===== config.mk =====
export PLATFORM = sky130hd
export DESIGN_NAME = bin2bcd_disp
export DESIGN_NICKNAME = d
export VERILOG_FILES = /design/src/rtl/mango2_disp_pkg.sv /design/src/rtl/bcd_dd_step.sv /design/src/rtl/bin2bcd_disp.sv
export SDC_FILE = /design/constraint.sdc
export NUM_CORES = 1
export LEC_CHECK = 0
export BUFFER_PORTS_ARGS = -buffer_cell sky130_fd_sc_hd__clkbuf_2
export CAP_MARGIN = 20
export CORE_ASPECT_RATIO = 0.8
export CORE_UTILIZATION = 59
export CTS_BUF_LIST = sky130_fd_sc_hd__clkbuf_8
export DETAILED_ROUTE_END_ITERATION = 8
export PLACE_DENSITY = 0.83
export SLEW_MARGIN = 20
export SYNTH_ARGS = -nofsm -noshare
export SYNTH_HDL_FRONTEND = slang
export SYNTH_SLANG_ARGS = --single-unit

===== constraint.sdc =====
create_clock -name clk -period 2.2 [get_ports clk]
set_input_delay 0.11 -clock clk [delete_from_list [all_inputs] [get_ports clk]]
set_output_delay 0.11 -clock clk [all_outputs]
set_load 0.05 [all_outputs]

===== src/rtl/mango2_disp_pkg.sv =====
// Shared types and constants for the binary-to-BCD display path.
package mango2_disp_pkg;

    typedef enum logic [1:0] {
        S_IDLE,
        S_SHIFT,
        S_DONE
    } bcd_state_t;

    localparam int BCD_DIGITS = 4;
    localparam int BCD_MAX    = 9999;

endpackage


===== src/rtl/bcd_dd_step.sv =====
// One double-dabble iteration: add 3 to every BCD nibble >= 5, then shift left
// bringing in the next binary bit. Purely combinational.
module bcd_dd_step
    import mango2_disp_pkg::*;
(
    input  logic [BCD_DIGITS*4-1:0] bcd_in,
    input  logic                    msb,
    output logic [BCD_DIGITS*4-1:0] bcd_out
);

    localparam int BCD_W = BCD_DIGITS * 4;

    logic [BCD_W-1:0] adj;

    // Correct each digit that would overflow past 9 once doubled.
    always_comb begin
        adj = bcd_in;
        for (int i = 0; i < BCD_DIGITS; i++) begin
            if (bcd_in[i*4 +: 4] >= 4'd5) begin
                adj[i*4 +: 4] = bcd_in[i*4 +: 4] + 4'd3;
            end
        end
    end

    // The bit leaving the top digit is dropped; only reachable on overflow inputs.
    assign bcd_out = BCD_W'({adj, msb});

endmodule


===== src/rtl/bin2bcd_disp.sv =====
// Sequential binary-to-BCD converter feeding the 4-digit seven-segment driver.
// Converts one value in BIN_W cycles and holds the result stable between updates.
//
// state   | meaning
// --------+-----------------------------------------------------------
// S_IDLE  | waiting for in_valid; in_ready=1
// S_SHIFT | one double-dabble step per cycle, BIN_W cycles in total
// S_DONE  | result registered; out_valid=1 for this single cycle
module bin2bcd_disp
    import mango2_disp_pkg::*;
#(
    parameter int          BIN_W    = 14,
    parameter logic [15:0] OVF_CODE = 16'hEEEE
) (
    input  logic             clk,
    input  logic             rst_n,
    input  logic             in_valid,
    output logic             in_ready,
    input  logic [BIN_W-1:0] bin,
    output logic [15:0]      value,
    output logic             ovf,
    output logic             out_valid
);

    localparam int                BCD_W = BCD_DIGITS * 4;
    localparam int                CW    = $clog2(BIN_W + 1);
    localparam logic [CW-1:0]     LAST  = CW'(BIN_W - 1);

    bcd_state_t       state, state_nxt;
    logic [CW-1:0]    cnt;
    logic [BIN_W-1:0] shreg;
    logic [BCD_W-1:0] bcd;
    logic [BCD_W-1:0] bcd_step;
    logic             ovf_n;
    logic             bin_ovf;

    // For narrow BIN_W this compare folds to constant 0, so ovf never sets.
    assign bin_ovf = (32'(bin) > 32'(BCD_MAX));

    bcd_dd_step u_step (
        .bcd_in  (bcd),
        .msb     (shreg[BIN_W-1]),
        .bcd_out (bcd_step)
    );

    // State register.
    always_ff @(posedge clk or negedge rst_n) begin
        if (!rst_n) begin
            state <= S_IDLE;
        end else begin
            state <= state_nxt;
        end
    end

    // Next-state logic and handshake outputs, all decoded from state.
    always_comb begin
        state_nxt = state;
        in_ready  = 1'b0;
        out_valid = 1'b0;
        case (state)
            S_IDLE: begin
                in_ready = 1'b1;
                if (in_valid) begin
                    state_nxt = S_SHIFT;
                end
            end
            S_SHIFT: begin
                if (cnt == LAST) begin
                    state_nxt = S_DONE;
                end
            end
            S_DONE: begin
                out_valid = 1'b1;
                state_nxt = S_IDLE;
            end
            default: state_nxt = S_IDLE;
        endcase
    end

    // Datapath: load on accept, step during SHIFT, publish result on the last step.
    always_ff @(posedge clk or negedge rst_n) begin
        if (!rst_n) begin
            cnt   <= '0;
            shreg <= '0;
            bcd   <= '0;
            ovf_n <= 1'b0;
            value <= 16'h0000;
            ovf   <= 1'b0;
        end else begin
            case (state)
                S_IDLE: begin
                    if (in_valid) begin
                        shreg <= bin;
                        bcd   <= '0;
                        cnt   <= '0;
                        ovf_n <= bin_ovf;
                    end
                end
                S_SHIFT: begin
                    bcd   <= bcd_step;
                    shreg <= shreg << 1;
                    cnt   <= cnt + CW'(1);
                    if (cnt == LAST) begin
                        value <= ovf_n ? OVF_CODE : bcd_step;
                        ovf   <= ovf_n;
                    end
                end
                default: ;
            endcase
        end
    end

endmodule

==> impl_metrics.env, run 1 <==
export IMPL_outcome="complete, no violations"
export IMPL_p_comb_share_pct=48.7
export IMPL_fin_tns_setup_ns=0
export IMPL_grt_max_degree=34
export IMPL_power_per_cell_area_mw_per_mm2=1682
export IMPL_portBuffers=35
export IMPL_grt_overflow=0
export IMPL_final_cell_mix="dfrtp_1 (54), nand2_1 (51), clkbuf_2 (35)"
export IMPL_htreeDepth=2
export IMPL_hold_viol_final=0
export IMPL_start_util_pct=61.25
export IMPL_route_met2_wl_um=2484
export IMPL_min_path_type="input pin to flop"
export IMPL_total_power_mw=4.887
export IMPL_p_switching_mw=2.318
export IMPL_synth_edf_count=0
export IMPL_setup_viol=0
export IMPL_grt_pass1_vias=1820
export IMPL_boundaryPins=36
export IMPL_start_kind="flop"
export IMPL_grt_use_total_pct=25.44
export IMPL_ys_ff_latch=54
export IMPL_wl_per_cell_um=14.32
export IMPL_place_hpwl_um=3683
export IMPL_cts_setup_buffers=0
export IMPL_drive_gt1_share_pct=19.22
export IMPL_path_clk_slew_ns=0.10
export IMPL_finalMaxSlewViolations=0
export IMPL_tightest_slew_ns=0.7365
export IMPL_place_area_mm2=0.002771
export IMPL_drc=0
export IMPL_synth_main_ff_cell="dfrtp_1"
export IMPL_synthToLayoutAreaGrowth_pct=13.55
export IMPL_crit_type="flop to flop"
export IMPL_synth_async_reset_ratio_pct=100.0
export IMPL_cts_tree="done"
export IMPL_netlist_area_mm2=0.002559
export IMPL_period_needed_ns=1.806
export IMPL_rr_worst_depth=5
export IMPL_hp_start="bin[0]"
export IMPL_max_vdd_ir_drop_mv=0.8487
export IMPL_cp_max_fo=33
export IMPL_seq_area_mm2=0.001351
export IMPL_ys_warn_count=0
export IMPL_ff2ff_setup_slack_ns=0.39
export IMPL_internal_power_mw=2.570
export IMPL_diodes=0
export IMPL_slowest_stage="dfrtp_1"
export IMPL_synth_nets=296
export IMPL_clk_latency_ns=0.32
export IMPL_syn_avg_cell_area_um2=9.512
export IMPL_cp_data_arrival_time_ns=2.01
export IMPL_detail_route_vias_per_cell=5.547
export IMPL_rr_startpoint="state[1]"
export IMPL_post_route_period_util_pct=82.11
export IMPL_die_h_um=60.90
export IMPL_firstDrtPassIters=4
export IMPL_cts_root_buf="clkbuf_8"
export IMPL_fillCellCount=333
export IMPL_yosys_top_cells_area="dfrtp_1 (53%), nand2_1 (7.5%), o21ai_0 (5.5%)"
export IMPL_wl_met1_um=2470
export IMPL_rsz0062_at_grt="false"
export IMPL_hold_end="shreg[0]"
export IMPL_finalInstanceArea_mm2=0.002905
export IMPL_finClkSkew_ns=0.01076
export IMPL_wl_um=5212
export IMPL_drtIter0Drc=184
export IMPL_synth_top_area_share_pct=52.81
export IMPL_coreArea_mm2=0.004178
export IMPL_die_x_um=75.63
export IMPL_multi_input_area_mm2=0.001101
export IMPL_place_congestion=0.7972
export IMPL_final_common_cell="dfrtp_1"
export IMPL_maxSlewHeadroom_pct=50.85
export IMPL_fin_nets=333
export IMPL_top_layer_used="met4"
export IMPL_p_sw_share_pct=47.43
export IMPL_die_area_mm2=0.004606
export IMPL_seqPwrFrac_pct=37.6
export IMPL_critical_path_cell_chain="nand2b_4, or2_1, clkinv_4, nor2_1, a21oi_2"
export IMPL_vias=2019
export IMPL_cp_end_kind="flop"
export IMPL_required_ns=2.40
export IMPL_r2r_end="value[9]"
export IMPL_numCtsBuffers=5
export IMPL_clock_path_buffers=2
export IMPL_synth_cell_types=32
export IMPL_antenna_found_initial=0
export IMPL_maxCapViolCount=0
export IMPL_synth_top_cell_by_area="dfrtp_1"
export IMPL_hold_depth=3
export IMPL_clkPwrFrac_pct=13.7
export IMPL_rows=21
export IMPL_finalCoreUtilization_pct=69.54
export IMPL_syn_inst=269
export IMPL_cts_sinks=54
export IMPL_grt_first_pass_wirelength_um=8452
export IMPL_ys_seq_area_share_pct=52.81
export IMPL_cpPeakStageDelay_ns=0.44
export IMPL_postRouteAntennaNets=0
export IMPL_fmaxAchievable_ghz=0.5536
export IMPL_leakage_nw=1.366
export IMPL_met3_length_um=179
==> registers in the layout (all words and copies together) (netlist names) <==
register	flops
ovf	1
ovf_n	1
shreg	14
state	2
cnt	4
bcd	16
value	16
==> cell type report <==
type / instances / area share (%)
Multi-Input combinational cell: 194 / 37.90
Inverter: 10 / 1.464
Clock buffer: 5 / 2.369
Timing Repair Buffer: 41 / 7.752
Sequential cell: 54 / 46.51
Clock inverter: 3 / 1.550
Tap cell: 57 / 2.455
==> what timing repair did <==
action | 4_1_cts | 5_1_grt
hold buffers | 1 | 1
hold endpoints to repair | 28 | 1
endpoints found under the setup margin | 0 | 0
resized for setup | 0 | 0
==> cells in the mapped netlist (2+ instances only) <==
cell type,number
a21oi_1,15
a21oi_2,3
a22oi_1,13
a31oi_1,3
buf_2,6
buf_6,2
clkbuf_1,3
dfrtp_1,54
ha_1,10
inv_1,9
mux2_2,4
nand2_1,51
nand2b_1,5
nand3_1,19
nor2_1,18
nor2b_1,2
nor3_1,5
nor3b_1,3
o21ai_0,28
xnor2_1,4
==> worst max-delay path: cells and delay by family (launching register included) <==
kind	cells	cell delay (ns)
simple gates	3	0.96
flops	1	0.44
buf+inv	1	0.24
compound gates	1	0.04
==> power by group through the flow <==
stage | logic, mW | clock network, mW | registers, mW
6_report | 2.38 | 0.670 | 1.84
5_1_grt | 2.65 | 0.726 | 1.90
4_1_cts | 2.39 | 0.681 | 1.83
3_5_place_dp | 2.38 | 0 | 1.85
3_3_place_gp | 2.30 | 0 | 1.82
2_1_floorplan | 1.39 | 0 | 2.27
==> metal layers <==
layer | global-route usage [%] | vias to the layer above
met2 | 39.16 | 48
met1 | 36.11 | 970
li1 | - | 992
met4 | 9.524 | 0
met5 | 0 | -
met3 | 4.983 | 9
==> logic make-up after synthesis <==
logic type | count (synthesis) | synth area share, %
xor+xnor | 4 | 1.369
flops | 54 | 52.81
buf+inv | 21 | 4.156
compound gates | 64 | 14.62
mux | 4 | 1.760
fa+ha+maj | 10 | 4.890
simple gates | 112 | 20.39
==> per-stage QoR <==
stage               hold WS (ns)  instances  setup slack, ns
global placement          0.1985        354           0.4625
floorplan                -0.1856        269           0.2787
global route             0.01279        364           0.2633
detailed placement        0.1990        354           0.4443
CTS                     0.004154        363           0.4000
finish                  0.004957        364           0.3936
==> worst max path at each step <==
stage / slack (ns) / endpoint / from
5_1_grt: 0.26 / value[5] / state[1]
4_1_cts: 0.40 / value[9] / state[1]
6_report: 0.39 / value[9] / state[1]
2_1_floorplan: 0.28 / bcd[1] / state[0]
3_5_place_dp: 0.44 / value[10] / state[1]
3_3_place_gp: 0.46 / value[9] / state[1]
Power figures use the tool's default switching activity.
==> inputs of run 2 (changes only) <==
Settings changed: ABC_AREA set to 1.
Clock period 2.2 ns to 1.7 ns, I/O delays scaled along.
==> run 2 against run 1 <==
Against the previous run: the run now ends with negative hold slack left; fmax rose by 24%; wire length decreased by 0.25%; register-to-register slack got worse by 0.15 ns; area after synthesis rose by 0.83%; largest cell class unchanged; largest power group unchanged.
==> impl_metrics.env, run 2 <==
export IMPL_cts_tree="done"
export IMPL_synthToLayoutAreaGrowth_pct=14.89
export IMPL_netlist_top_cells_count="nand2_1 (105), dfrtp_1 (54), nor2_1 (26)"
export IMPL_crit_type="flop to flop"
export IMPL_fin_nets=378
export IMPL_rsz0062_at_grt="false"
export IMPL_p_comb_share_pct=48.7
export IMPL_boundaryPins=36
export IMPL_setup_viol=0
export IMPL_synth_async_reset_ratio_pct=100.0
export IMPL_cp_end_kind="flop"
export IMPL_diodes=0
export IMPL_post_place_ws_ns=0.2428
export IMPL_portBuffers=35
export IMPL_place_hpwl_um=3527
export IMPL_cp_data_arrival_time_ns=1.71
export IMPL_hold_ws_ns=-0.002819
export IMPL_finalCoreUtilization_pct=70.95
export IMPL_ys_warn_count=0
export IMPL_cp_max_fo=8
export IMPL_die_x_um=75.93
export IMPL_dp_cells=395
export IMPL_ys_ff_latch=54
export IMPL_final_cell_mix="nand2_1 (105), dfrtp_1 (54), clkbuf_2 (35)"
export IMPL_clk_latency_ns=0.32
export IMPL_start_kind="flop"
export IMPL_leakage_nw=1.525
export IMPL_clock_path_buffers=2
export IMPL_seqPwrFrac_pct=37.2
export IMPL_antenna_found_initial=0
export IMPL_grt_pass1_vias=1923
export IMPL_cts_setup_buffers=0
export IMPL_required_ns=1.95
export IMPL_p_sw_share_pct=47.73
export IMPL_fmaxAchievable_ghz=0.6854
export IMPL_internal_power_mw=3.173
export IMPL_largest_registers="bcd (16), value (16), shreg (14)"
export IMPL_numCtsBuffers=5
export IMPL_grt_overflow=0
export IMPL_total_power_mw=6.071
export IMPL_drc=0
export IMPL_cts_root_buf="clkbuf_8"
export IMPL_synth_top_area_share_pct=52.38
export IMPL_outcome="finished, violations left"
export IMPL_min_path_type="input pin to flop"
export IMPL_postRouteAntennaNets=0
export IMPL_grt_use_total_pct=24.76
export IMPL_die_area_mm2=0.004643
export IMPL_vias=2140
export IMPL_finClkSkew_ns=0.009905
export IMPL_place_area_mm2=0.002794
export IMPL_start_util_pct=61.76
export IMPL_grt_max_degree=55
export IMPL_firstDrtPassIters=4
export IMPL_rows=21
export IMPL_violations="negative hold slack"
export IMPL_tightest_slew_ns=0.6707
export IMPL_syn_inst=307
export IMPL_syn_avg_cell_area_um2=8.404
export IMPL_synth_nets=334
export IMPL_coreArea_mm2=0.004178
export IMPL_power_per_cell_area_mw_per_mm2=2048
export IMPL_ys_seq_area_share_pct=52.38
export IMPL_wl_per_cell_um=12.71
export IMPL_hold_viol_final=1
export IMPL_synth_edf_count=0
export IMPL_p_switching_mw=2.898
export IMPL_place_congestion=0.8448
export IMPL_fin_cells=409
export IMPL_final_common_cell="nand2_1"
export IMPL_clkPwrFrac_pct=14.1
export IMPL_die_h_um=61.15
export IMPL_fin_tns_setup_ns=0
export IMPL_synth_top_cell_by_area="dfrtp_1"
export IMPL_period_needed_ns=1.459
export IMPL_post_route_period_util_pct=85.82
export IMPL_max_vdd_ir_drop_mv=1.052
export IMPL_fin_ws_ns=0.2411
export IMPL_detail_route_vias_per_cell=5.232
export IMPL_drive_gt1_share_pct=15.63
export IMPL_synth_main_ff_cell="dfrtp_1"
export IMPL_drtIter0Drc=133
export IMPL_finalInstanceArea_mm2=0.002964
export IMPL_yosys_top_cells_area="dfrtp_1 (52%), nand2_1 (15%), ha_1 (4.8%)"
export IMPL_finalMaxSlewViolations=0
export IMPL_synth_cell_types=24
export IMPL_htreeDepth=2
export IMPL_cts_sinks=54
export IMPL_yosysMostFrequentCell="nand2_1"
export IMPL_grt_first_pass_wirelength_um=8707
export IMPL_netlist_area_mm2=0.002580
export IMPL_wl_um=5199
export IMPL_maxCapViolCount=0
export IMPL_path_clk_slew_ns=0.10
export IMPL_fillCellCount=337
export IMPL_maxSlewHeadroom_pct=55.29
## run 2: path summary, 6_finish.rpt
kind / slack (ns) / to / cells past startpoint / from
worst max-delay path: 0.24 / value[15] / 7 / cnt[1]
worst min-delay path: -0.003 / shreg[9] / 3 / bin[9]
worst max register to register: 0.24 / value[15] / 7 / cnt[1]
worst min register to register: 0.49 / shreg[7] / 2 / shreg[7]
max in group asynchronous: 0.83 / value[5] / 3 / rst_n
min in group asynchronous: 0.42 / bcd[9] / 3 / rst_n
## run 2: power groups by stage
stage	clock [mW]	combinational [mW]	sequential [mW]
after floorplan	0	1.81	2.76
after global placement	0	2.85	2.26
after detailed placement	0	2.95	2.27
after CTS	0.860	2.97	2.25
after global routing	0.910	3.36	2.34
final	0.857	2.96	2.26
## run 2: kinds of logic (layout without fill, tap and decap cells)
| logic type | count (synthesis) | in the layout | synth area share (%) |
|---|---|---|---|
| buf+inv | 33 | 78 | 6.110 |
| xor+xnor | 1 | 1 | 0.3395 |
| simple gates | 167 | 167 | 27.89 |
| fa+ha+maj | 10 | 10 | 4.850 |
| flops | 54 | 54 | 52.38 |
| compound gates | 42 | 42 | 8.438 |
## run 2: cell type report
| type | count | area [um^2] | area share, % |
|---|---|---|---|
| flip-flops and latches | 54 | 1351 | 45.59 |
| multi-input cells | 220 | 1074 | 36.22 |
| repair buffers | 44 | 257.7 | 8.696 |
| inverters | 26 | 100.1 | 3.377 |
| well taps | 57 | 71.32 | 2.406 |
| clock buffers | 5 | 68.82 | 2.322 |
| clock inverters | 3 | 41.29 | 1.393 |
## run 2: layer usage
layer / vias to the layer above / wire (um) / GRT usage, %
li1: 1080 / - / -
met1: 1004 / 2438 / 32.81
met2: 49 / 2491 / 42.21
met3: 7 / 201 / 4.000
met4: 0 / 68 / 10.44
met5: - / 0 / 0
## run 2: critical path, stage by stage, from the launching register on
cell and delay (ns):
dfrtp_1 0.42, inv_1 0.09, ha_1 0.15, nand3_2 0.14
nor2_4 0.23, buf_4 0.21, nor2_1 0.05, a21oi_1 0.11
## run 2: repair_timing
action / CTS / global route
hold endpoints to repair: 59 / 0
setup endpoints to repair: 0 / 0
hold buffers: 6 / 0
gates resized for setup: 0 / 0
